`src/rtl/ram_master_if.sv`:
```
// ram_master_if
//   Bundles the command port, the result port and the RAM pin group used by
//   ram_master. Only clk/reset stay outside the interface.
//
//   Command : cmd_valid, cmd_ready, cmd_op, cmd_addr, cmd_dst, cmd_len, cmd_data
//   Result  : rd_data, rd_valid, done, busy
//   RAM pins: mem_addr, mem_wdata, mem_we, mem_cs (to RAM), mem_rdata (from RAM)
//
//   modport slave  : the ram_master itself (takes commands, drives the RAM)
//   modport master : the commanding side, which also returns the RAM read data
interface ram_master_if #(
  parameter int AW = 4,
  parameter int DW = 8,
  parameter int LW = 5
);
  logic          cmd_valid;
  logic          cmd_ready;
  logic [1:0]    cmd_op;
  logic [AW-1:0] cmd_addr;
  logic [AW-1:0] cmd_dst;
  logic [LW-1:0] cmd_len;
  logic [DW-1:0] cmd_data;
  logic [DW-1:0] rd_data;
  logic          rd_valid;
  logic          done;
  logic          busy;
  logic [AW-1:0] mem_addr;
  logic [DW-1:0] mem_wdata;
  logic [DW-1:0] mem_rdata;
  logic          mem_we;
  logic          mem_cs;

  modport slave (
    input  cmd_valid, cmd_op, cmd_addr, cmd_dst, cmd_len, cmd_data, mem_rdata,
    output cmd_ready, rd_data, rd_valid, done, busy,
           mem_addr, mem_wdata, mem_we, mem_cs
  );

  modport master (
    output cmd_valid, cmd_op, cmd_addr, cmd_dst, cmd_len, cmd_data, mem_rdata,
    input  cmd_ready, rd_data, rd_valid, done, busy,
           mem_addr, mem_wdata, mem_we, mem_cs
  );
endinterface

```
`src/rtl/ram_master.sv`:
```
// ram_master
//   Initiator for a 2^AW x DW single-port RAM (async read while CS, write on
//   posedge when CS && WE). Accepts read / write / fill / copy commands on a
//   valid/ready port and sequences the RAM address, data, WE and CS pins.
//
//   clk   : clock, all state changes on posedge
//   reset : synchronous, active-high
//   bus   : ram_master_if.slave (command port, result port, RAM pins)
//
//   All outputs are decoded from the state and registers only.
module ram_master #(
  parameter int AW = 4,
  parameter int DW = 8,
  parameter int LW = 5
) (
  input  logic           clk,
  input  logic           reset,
  ram_master_if.slave    bus
);

  localparam int DEPTH = 1 << AW;
  // Counter must hold the full depth (e.g. 16 for AW=4), hence one extra bit.
  localparam int CW    = AW + 1;

  typedef enum logic [2:0] {
    IDLE, READ, WRITE, FILL, CP_RD, CP_WR, DONE
  } state_t;

  state_t        state, state_nxt;
  logic [AW-1:0] ptr;
  logic [AW-1:0] dst;
  logic [CW-1:0] cnt;
  logic [DW-1:0] data;
  logic [DW-1:0] cpbuf;
  logic [DW-1:0] rd_data_q;
  logic          is_read;
  logic          accept;
  logic [CW-1:0] eff_len;

  assign accept = (state == IDLE) && bus.cmd_valid;

  // Lengths beyond the RAM depth saturate to one full pass.
  always_comb begin
    eff_len = (int'(bus.cmd_len) > DEPTH) ? CW'(DEPTH) : CW'(bus.cmd_len);
  end

  // State register
  always_ff @(posedge clk) begin
    if (reset) state <= IDLE;
    else       state <= state_nxt;
  end

  // Next-state logic
  always_comb begin
    state_nxt = state;
    case (state)
      IDLE: begin
        if (accept) begin
          case (bus.cmd_op)
            2'b00:   state_nxt = READ;
            2'b01:   state_nxt = WRITE;
            2'b10:   state_nxt = (eff_len == '0) ? DONE : FILL;
            default: state_nxt = (eff_len == '0) ? DONE : CP_RD;
          endcase
        end
      end
      READ:    state_nxt = DONE;
      WRITE:   state_nxt = DONE;
      FILL:    state_nxt = (cnt == CW'(1)) ? DONE : FILL;
      CP_RD:   state_nxt = CP_WR;
      CP_WR:   state_nxt = (cnt == CW'(1)) ? DONE : CP_RD;
      DONE:    state_nxt = IDLE;
      default: state_nxt = IDLE;
    endcase
  end

  // Command latch, pointers, counter and captured read data. Pointers are
  // AW bits wide so the increment wraps at the top of the RAM for free.
  always_ff @(posedge clk) begin
    if (reset) begin
      ptr       <= '0;
      dst       <= '0;
      cnt       <= '0;
      data      <= '0;
      cpbuf     <= '0;
      rd_data_q <= '0;
      is_read   <= 1'b0;
    end else begin
      case (state)
        IDLE: begin
          if (accept) begin
            ptr     <= bus.cmd_addr;
            dst     <= bus.cmd_dst;
            cnt     <= eff_len;
            data    <= bus.cmd_data;
            is_read <= (bus.cmd_op == 2'b00);
          end
        end
        READ:  rd_data_q <= bus.mem_rdata;
        FILL: begin
          ptr <= ptr + AW'(1);
          cnt <= cnt - CW'(1);
        end
        CP_RD: cpbuf <= bus.mem_rdata;
        CP_WR: begin
          ptr <= ptr + AW'(1);
          dst <= dst + AW'(1);
          cnt <= cnt - CW'(1);
        end
        default: ;
      endcase
    end
  end

  // Output decode; mem_* stay at 0 outside the RAM access states.
  always_comb begin
    bus.cmd_ready = (state == IDLE);
    bus.busy      = (state != IDLE);
    bus.done      = 1'b0;
    bus.rd_valid  = 1'b0;
    bus.rd_data   = rd_data_q;
    bus.mem_cs    = 1'b0;
    bus.mem_we    = 1'b0;
    bus.mem_addr  = '0;
    bus.mem_wdata = '0;
    case (state)
      READ: begin
        bus.mem_cs   = 1'b1;
        bus.mem_addr = ptr;
      end
      WRITE, FILL: begin
        bus.mem_cs    = 1'b1;
        bus.mem_we    = 1'b1;
        bus.mem_addr  = ptr;
        bus.mem_wdata = data;
      end
      CP_RD: begin
        bus.mem_cs   = 1'b1;
        bus.mem_addr = ptr;
      end
      CP_WR: begin
        bus.mem_cs    = 1'b1;
        bus.mem_we    = 1'b1;
        bus.mem_addr  = dst;
        bus.mem_wdata = cpbuf;
      end
      DONE: begin
        bus.done     = 1'b1;
        bus.rd_valid = is_read;
      end
      default: ;
    endcase
  end

endmodule

```
`src/flat_wrapper.sv`:
```
// flat-port wrapper written by rule: the top's interface ports become plain ports
module ram_master_flat 
#(
  parameter int AW = 4,
  parameter int DW = 8,
  parameter int LW = 5
)
  (clk, reset, bus_cmd_valid, bus_cmd_op, bus_cmd_addr, bus_cmd_dst, bus_cmd_len, bus_cmd_data, bus_mem_rdata, bus_cmd_ready, bus_rd_data, bus_rd_valid, bus_done, bus_busy, bus_mem_addr, bus_mem_wdata, bus_mem_we, bus_mem_cs);
  ram_master_if #(.AW(AW), .DW(DW), .LW(LW)) bus_i ();
  input  logic clk;
  input  logic reset;
  input wire logic [$bits(bus_i.cmd_valid)-1:0] bus_cmd_valid;
  input wire logic [$bits(bus_i.cmd_op)-1:0] bus_cmd_op;
  input wire logic [$bits(bus_i.cmd_addr)-1:0] bus_cmd_addr;
  input wire logic [$bits(bus_i.cmd_dst)-1:0] bus_cmd_dst;
  input wire logic [$bits(bus_i.cmd_len)-1:0] bus_cmd_len;
  input wire logic [$bits(bus_i.cmd_data)-1:0] bus_cmd_data;
  input wire logic [$bits(bus_i.mem_rdata)-1:0] bus_mem_rdata;
  output wire logic [$bits(bus_i.cmd_ready)-1:0] bus_cmd_ready;
  output wire logic [$bits(bus_i.rd_data)-1:0] bus_rd_data;
  output wire logic [$bits(bus_i.rd_valid)-1:0] bus_rd_valid;
  output wire logic [$bits(bus_i.done)-1:0] bus_done;
  output wire logic [$bits(bus_i.busy)-1:0] bus_busy;
  output wire logic [$bits(bus_i.mem_addr)-1:0] bus_mem_addr;
  output wire logic [$bits(bus_i.mem_wdata)-1:0] bus_mem_wdata;
  output wire logic [$bits(bus_i.mem_we)-1:0] bus_mem_we;
  output wire logic [$bits(bus_i.mem_cs)-1:0] bus_mem_cs;
  assign bus_i.cmd_valid = bus_cmd_valid;
  assign bus_i.cmd_op = bus_cmd_op;
  assign bus_i.cmd_addr = bus_cmd_addr;
  assign bus_i.cmd_dst = bus_cmd_dst;
  assign bus_i.cmd_len = bus_cmd_len;
  assign bus_i.cmd_data = bus_cmd_data;
  assign bus_i.mem_rdata = bus_mem_rdata;
  assign bus_cmd_ready = bus_i.cmd_ready;
  assign bus_rd_data = bus_i.rd_data;
  assign bus_rd_valid = bus_i.rd_valid;
  assign bus_done = bus_i.done;
  assign bus_busy = bus_i.busy;
  assign bus_mem_addr = bus_i.mem_addr;
  assign bus_mem_wdata = bus_i.mem_wdata;
  assign bus_mem_we = bus_i.mem_we;
  assign bus_mem_cs = bus_i.mem_cs;
  ram_master #(.AW(AW), .DW(DW), .LW(LW)) u_core (.clk(clk), .reset(reset), .bus(bus_i));
endmodule
```
`config.mk`:
```
export PLATFORM = sky130hd
export DESIGN_NAME = ram_master_flat
export DESIGN_NICKNAME = d
export VERILOG_FILES = /design/src/rtl/ram_master_if.sv /design/src/rtl/ram_master.sv /design/src/flat_wrapper.sv
export SDC_FILE = /design/constraint.sdc
export NUM_CORES = 1
export LEC_CHECK = 0
export CORE_MARGIN = 2
export CORE_UTILIZATION = 30
export CTS_CLUSTER_DIAMETER = 80
export DETAILED_ROUTE_END_ITERATION = 10
export GPL_TIMING_DRIVEN = 0
export PLACE_DENSITY = 0.56
export SYNTH_ARGS = -nofsm -noshare
export SYNTH_HDL_FRONTEND = slang
export SYNTH_SLANG_ARGS = --single-unit
```
`constraint.sdc`:
```
create_clock -name clk -period 1.8 [get_ports clk]
set_input_delay 0.36 -clock clk [delete_from_list [all_inputs] [get_ports clk]]
set_output_delay 0.36 -clock clk [all_outputs]
set_load 0.1 [all_outputs]
```
==> results of run 1 <==
==> cells by family (layout without fill, tap and decap cells) <==
group,after synthesis,after routing
and+or+nand+nor,93,93
AOI/OAI and AO/OA,74,74
DFF,41,41
buffers and inverters,31,114
muxes,10,10
adders and majority gates,7,7
xor gates and xnor gates,3,3
==> state kept, by name (all words and copies together), names as in the netlist <==
name,flops
u_core.dst,4
u_core.data,8
u_core.cnt,5
u_core.is_read,1
u_core.ptr,4
u_core.cpbuf,8
u_core.state,3
u_core.bus.rd_data,8
==> synth_stat cells (5+ instances only) <==
master | n | area (µm²)
nand2_1 | 46 | 172.7
dfxtp_1 | 41 | 820.8
a21oi_1 | 29 | 145.1
nor2_1 | 18 | 67.56
o21ai_0 | 13 | 65.06
a22o_1 | 12 | 105.1
clkbuf_1 | 12 | 45.04
inv_1 | 12 | 45.04
mux2i_1 | 9 | 90.09
ha_1 | 7 | 87.58
a31oi_1 | 5 | 31.28
buf_2 | 5 | 25.02
==> worst min path at each step <==
stage | slack [ps] | from | cells past startpoint | end
floorplan | 440 | reset | 1 | u_core.state[1]
global placement | 450 | u_core.is_read | 2 | u_core.is_read
detailed placement | 450 | u_core.is_read | 2 | u_core.is_read
CTS | 460 | u_core.is_read | 2 | u_core.is_read
global route | 490 | u_core.data[6] | 2 | u_core.data[6]
finish | 460 | u_core.is_read | 2 | u_core.is_read
==> critical path, stage by stage (launching register included) <==
cell	delay (ps)
dfxtp_2	350
buf_8	130
and3b_2	250
clkbuf_16	170
a22o_4	220
buf_12	160
==> routing by layer <==
| metal | vias to the layer above | track usage |
|---|---|---|
| met1 | 1024 | 0.2257 |
| met2 | 46 | 0.2817 |
| li1 | 1070 | - |
| met5 | - | 0 |
| met3 | 2 | 0.03318 |
| met4 | 0 | 0.04476 |
==> where the power goes <==
| part | leakage [nW] | switching (mW) | internal [mW] |
|---|---|---|---|
| clock network | 0.0439 | 0.338 | 0.268 |
| logic | 0.993 | 0.978 | 0.662 |
| registers | 0.337 | 0.105 | 1.02 |
| total | 1.37 | 1.42 | 1.95 |
==> what timing repair did <==
| action | 4_1_cts | 5_1_grt |
|---|---|---|
| endpoints found under the hold margin | 0 | 0 |
| gates cloned | 1 | 1 |
| gates resized for setup | 211 | 17 |
| setup endpoints to repair | 43 | 46 |
| pin swaps | 2 | 7 |
| buffers inserted | 8 | 11 |
==> per-stage QoR <==
stage	instance area (µm²)	hold slack, ps	cells
after detailed placement	2899	451.4	398
after global routing	3412	489.3	422
after global placement	2899	449.4	398
final	3412	462.8	422
after CTS	3291	463.4	413
after floorplan	2208	435.7	259
==> cell type report <==
type | count | share of cell area
multi-input cells | 187 | 0.3770
repair buffers | 80 | 0.2747
flip-flops and latches | 41 | 0.2431
plain buffers | 14 | 0.03630
well taps | 80 | 0.02934
clock buffers | 5 | 0.02017
inverters | 12 | 0.01430
clock inverters | 3 | 0.005134
==> flow_metrics.py, run 1 <==
metrics = {
    "critical_path": {
        "reg2reg_slack_ps": 10,
        "timing.setup.critical_path_class": "flip-flop to primary output",
        "startpoint": "u_core.state[0]",
        "reg2reg_depth": 5,
        "cp.required_ps": 1440,
        "cp-end-kind": "primary output",
        "crit_path_start_kind": "flip-flop",
        "rr_endpoint": "u_core.dst[3]",
        "worstReg2RegStart": "u_core.state[0]",
        "cp-endpoint": "bus_mem_wdata[6]",
        "critPathMaxFanout": 7,
        "critPathArrivalTime_ps": 1580,
    },
    "cts": {
        "cts_buffer_depth": 2,
        "clkTransAtPathRegs_ps": 90,
        "cts_made_buffers": 5,
        "cts.sinks": 41,
        "htree_levels": 2,
        "clock_latency_ps": 290,
        "holdBufCountCts": 0,
        "cts_tree": "done",
        "root_buffer": "clkbuf_8",
    },
    "timing": {
        "period_share": 1.076,
        "worstMarginPinSlew_ps": 631.6,
        "rsz0062_at_grt": "true",
        "finalSetupViolations": 15,
        "fin_crit_ps": 1936,
        "fin_setup_tns_ps": -1519,
        "finalHoldViolations": 0,
        "skew_ps": 5.524,
        "fmax_mhz": 516.5,
        "worst_slack_ps": -136.2,
        "max_slew_margin": 0.5751,
        "report.final.slew_viol_count": 0,
    },
    "logic_synthesis": {
        "ys_types": 40,
        "synthMuxAreaShare": 0.04882,
        "synth_top_family_by_area": "compound AO/OA/AOI/OAI gates",
        "synth_fa_ha_area_frac": 0.04219,
        "synth-simple-area-share": 0.2104,
        "ys_warn_count": 0,
        "syn_area_um2": 2076,
        "async_reset_ff_frac": 0,
        "synthCells": 259,
        "ys.flop_type": "dfxtp_1",
        "synth_xor_area_frac": 0.01266,
        "ys_seq_area_frac": 0.3954,
        "synth-edff-count": 0,
        "synthesis.nets": 300,
        "synth_compound_area_frac": 0.2242,
        "synth_area_per_cell_um2": 8.014,
        "ys_seq_elements": 41,
    },
    "drt": {
        "wl_met2_mm": 3.060,
        "drc": 0,
        "ant_nets": 0,
        "vias": 2142,
        "totalWireLength_mm": 6.366,
        "via_per_inst": 5.076,
        "dr_wl_met3_um": 219,
        "wire_per_inst_um": 15.09,
        "drtIter0Drc": 117,
        "top_layer": "met4",
        "wl_met1_mm": 3.044,
        "drt-pass1-iter-count": 4,
    },
    "final_layout": {
        "drive_gt1_frac": 0.2895,
        "area_growth_pct": 64.38,
        "layout_common_cells": "44 x nand2_1, 38 x dfxtp_1, 32 x clkdlybuf4s50_1",
        "diodes": 0,
        "final_common_cell": "nand2_1",
        "nNetsFinal": 382,
        "regArea_um2": 829.5,
        "finalCoreUtilization": 0.5050,
        "multiInputGateArea_um2": 1286,
        "nFillCells": 655,
    },
    "placement": {
        "place.gp.congestion": 0.7596,
        "dp_hpwl_mm": 4.384,
        "post-place-ws_ps": -1100,
        "port_buffers": 59,
    },
    "die": {
        "die_w_um": 87.18,
        "fp.dieH_um": 87.18,
        "die_area_um2": 7600,
        "ios": 60,
        "start_util": 0.3072,
        "coreArea_um2": 6756,
        "rows": 30,
    },
    "grt": {
        "grt_max_degree": 14,
        "antenna_found_initial": 0,
        "grt_usage": 0.1697,
        "grt_pass1_wl_mm": 10.15,
        "grt_pass1_vias": 2109,
        "gr-total-overflow": 0,
    },
    "worst_hold_path": {
        "worstHoldPathType": "flip-flop to flip-flop",
    },
    "flow_run": {
        "drv_cap": 0,
    },
    "power_and_ir_drop": {
        "p_leak_nw": 1.374,
        "powerDensity_nw_per_um2": 988.0,
        "p_total_mw": 3.371,
        "vdd_drop_max_uv": 424.4,
    },
    "run_status": {
        "violations": "negative setup slack",
        "status": "finished with violations",
    },
}
(Power assumes the default switching activity.)
==> inputs of run 2 (changes only) <==
--- a/config.mk
+++ b/config.mk
@@ -6,11 +6,11 @@
 export NUM_CORES = 1
 export LEC_CHECK = 0
 export CORE_MARGIN = 2
-export CORE_UTILIZATION = 30
+export CORE_UTILIZATION = 47
 export CTS_CLUSTER_DIAMETER = 80
 export DETAILED_ROUTE_END_ITERATION = 10
 export GPL_TIMING_DRIVEN = 0
-export PLACE_DENSITY = 0.56
+export PLACE_DENSITY = 0.8
 export SYNTH_ARGS = -nofsm -noshare
 export SYNTH_HDL_FRONTEND = slang
 export SYNTH_SLANG_ARGS = --single-unit
==> run 2 against run 1 <==
  * The flow still finishes with violations (negative setup slack)
  * Routed wire length up 19%
  * Largest cell class unchanged
  * Sequential share of layout area down 0.13 points
  * Cell count down 6.9%
  * Design area up 0.55%
  * Worst setup slack worse by 22 ps
  * Clock power up 34%
  * Core utilization up 29 points
  * Maximum frequency down 1.1%
  * Critical path type unchanged
  * Critical endpoint is now bus_mem_wdata[2]
==> flow_metrics.py, run 2 (same netlist as run 1, synthesis figures left out) <==
metrics = {
    "final_layout": {
        "final_common_cell": "nand2_1",
        "finalCoreUtilization": 0.7990,
        "multiInputGateArea_um2": 1313,
        "layout_common_cells": "44 x nand2_1, 38 x dfxtp_1, 32 x clkdlybuf4s50_1",
        "area_growth_pct": 65.28,
        "fin_cells": 393,
        "nFillCells": 272,
        "nNetsFinal": 381,
        "regArea_um2": 829.5,
        "diodes": 0,
        "drive_gt1_frac": 0.2874,
        "design_area_um2": 3431,
    },
    "critical_path": {
        "cp.required_ps": 1440,
        "startpoint": "u_core.state[0]",
        "cp-end-kind": "primary output",
        "timing.setup.critical_path_class": "flip-flop to primary output",
        "slowest_stage": "dfxtp_2",
        "crit_path_start_kind": "flip-flop",
        "critPathArrivalTime_ps": 1600,
        "critPathMaxFanout": 5,
        "worstReg2RegStart": "u_core.state[2]",
        "critical_path.cell_chain": "buf_8 -> and3b_2 -> clkbuf_16 -> a22o_4 -> buf_12",
        "slowest_delay_ps": 340,
    },
    "timing": {
        "rsz0062_at_grt": "true",
        "fmax_mhz": 510.6,
        "worst_hold_slack_ps": 460.9,
        "period_share": 1.088,
        "worstMarginPinSlew_ps": 701.6,
        "finalHoldViolations": 0,
        "report.final.slew_viol_count": 0,
        "fin_setup_tns_ps": -1800,
        "max_slew_margin": 0.5279,
        "finalSetupViolations": 16,
        "fin_crit_ps": 1958,
        "skew_ps": 5.725,
        "worst_slack_ps": -158.5,
    },
    "cts": {
        "htree_levels": 2,
        "holdBufCountCts": 0,
        "cts_tree": "done",
        "cts.sinks": 41,
        "cts_made_buffers": 5,
        "clkTransAtPathRegs_ps": 90,
        "cts_buffer_depth": 2,
        "clock_latency_ps": 300,
        "root_buffer": "clkbuf_8",
    },
    "placement": {
        "post-place-ws_ps": -1088,
        "port_buffers": 59,
        "place_area_um2": 2864,
        "place.gp.congestion": 0.9042,
        "dp_hpwl_mm": 4.211,
        "dp.cells": 370,
    },
    "drt": {
        "drtIter0Drc": 250,
        "totalWireLength_mm": 7.565,
        "ant_nets": 0,
        "via_per_inst": 6.089,
        "vias": 2393,
        "drc": 0,
        "wire_per_inst_um": 19.25,
        "drt-pass1-iter-count": 6,
    },
    "die": {
        "start_util": 0.4834,
        "fp.dieH_um": 70.46,
        "coreArea_um2": 4294,
        "rows": 24,
        "ios": 60,
        "die_area_um2": 4964,
        "die_w_um": 70.46,
    },
    "grt": {
        "antenna_found_initial": 0,
        "grt_pass1_vias": 2363,
        "grt_max_degree": 14,
        "gr-total-overflow": 0,
        "grt_pass1_wl_mm": 11.54,
        "grt_usage": 0.2991,
    },
    "power_and_ir_drop": {
        "internal_power_mw": 2.137,
        "powerDensity_nw_per_um2": 1063,
        "p_total_mw": 3.648,
        "pwr-share-comb": 0.468,
        "power_frac_seq": 0.310,
        "p_leak_nw": 1.388,
        "sw_frac_of_total": 0.4142,
        "vdd_drop_max_uv": 544.5,
        "p_sw_mw": 1.511,
        "clkPwrFrac": 0.222,
    },
    "run_status": {
        "violations": "negative setup slack",
        "status": "finished with violations",
    },
    "flow_run": {
        "drv_cap": 0,
    },
    "worst_hold_path": {
        "hold_path.startpoint": "u_core.is_read",
        "worstHoldPathType": "flip-flop to flip-flop",
    },
}
==> run 2: metal layers <==
layer	track usage	wire length [µm]
met5	0	0
met1	0.3516	2974
met2	0.5220	3749
met4	0.1325	247
met3	0.05916	594
==> run 2: cell type report <==
class | count | area share
inverter | 12 | 0.01422
tap | 52 | 0.01896
multi-input combinational | 187 | 0.3826
clock inverter | 2 | 0.01094
buffer | 14 | 0.03574
clock buffer | 6 | 0.02407
timing repair buffer | 79 | 0.2717
sequential | 41 | 0.2418
==> run 2: worst paths after layout <==
kind / to / slack (ps) / cells past startpoint
setup / recovery: bus_mem_wdata[2] / -160 / 5
hold / removal: u_core.is_read / 460 / 2
setup reg to reg: u_core.dst[3] / -30 / 5
hold reg to reg: u_core.is_read / 460 / 2
==> run 2: timing repair <==
action / CTS / global route
pin swaps: 8 / 4
setup buffers: 16 / 2
gates cloned: 2 / 0
resized for setup: 214 / 19
endpoints found under the setup margin: 37 / 48
==> run 2: power by group through the flow <==
stage / sequential (mW) / combinational (mW) / clock, mW
6_report: 1.13 / 1.71 / 0.811
5_1_grt: 1.14 / 1.79 / 0.837
4_1_cts: 1.12 / 1.60 / 0.806
3_5_place_dp: 1.13 / 1.38 / 0
3_3_place_gp: 1.12 / 1.36 / 0
2_1_floorplan: 1.21 / 0.947 / 0
==> run 2: worst max-delay path: cells and delay by family (launching register included) <==
| family | cells | cell delay [ps] |
|---|---|---|
| AOI/OAI and AO/OA | 1 | 230 |
| buffers and inverters | 3 | 460 |
| DFF | 1 | 340 |
| and+or+nand+nor | 1 | 250 |
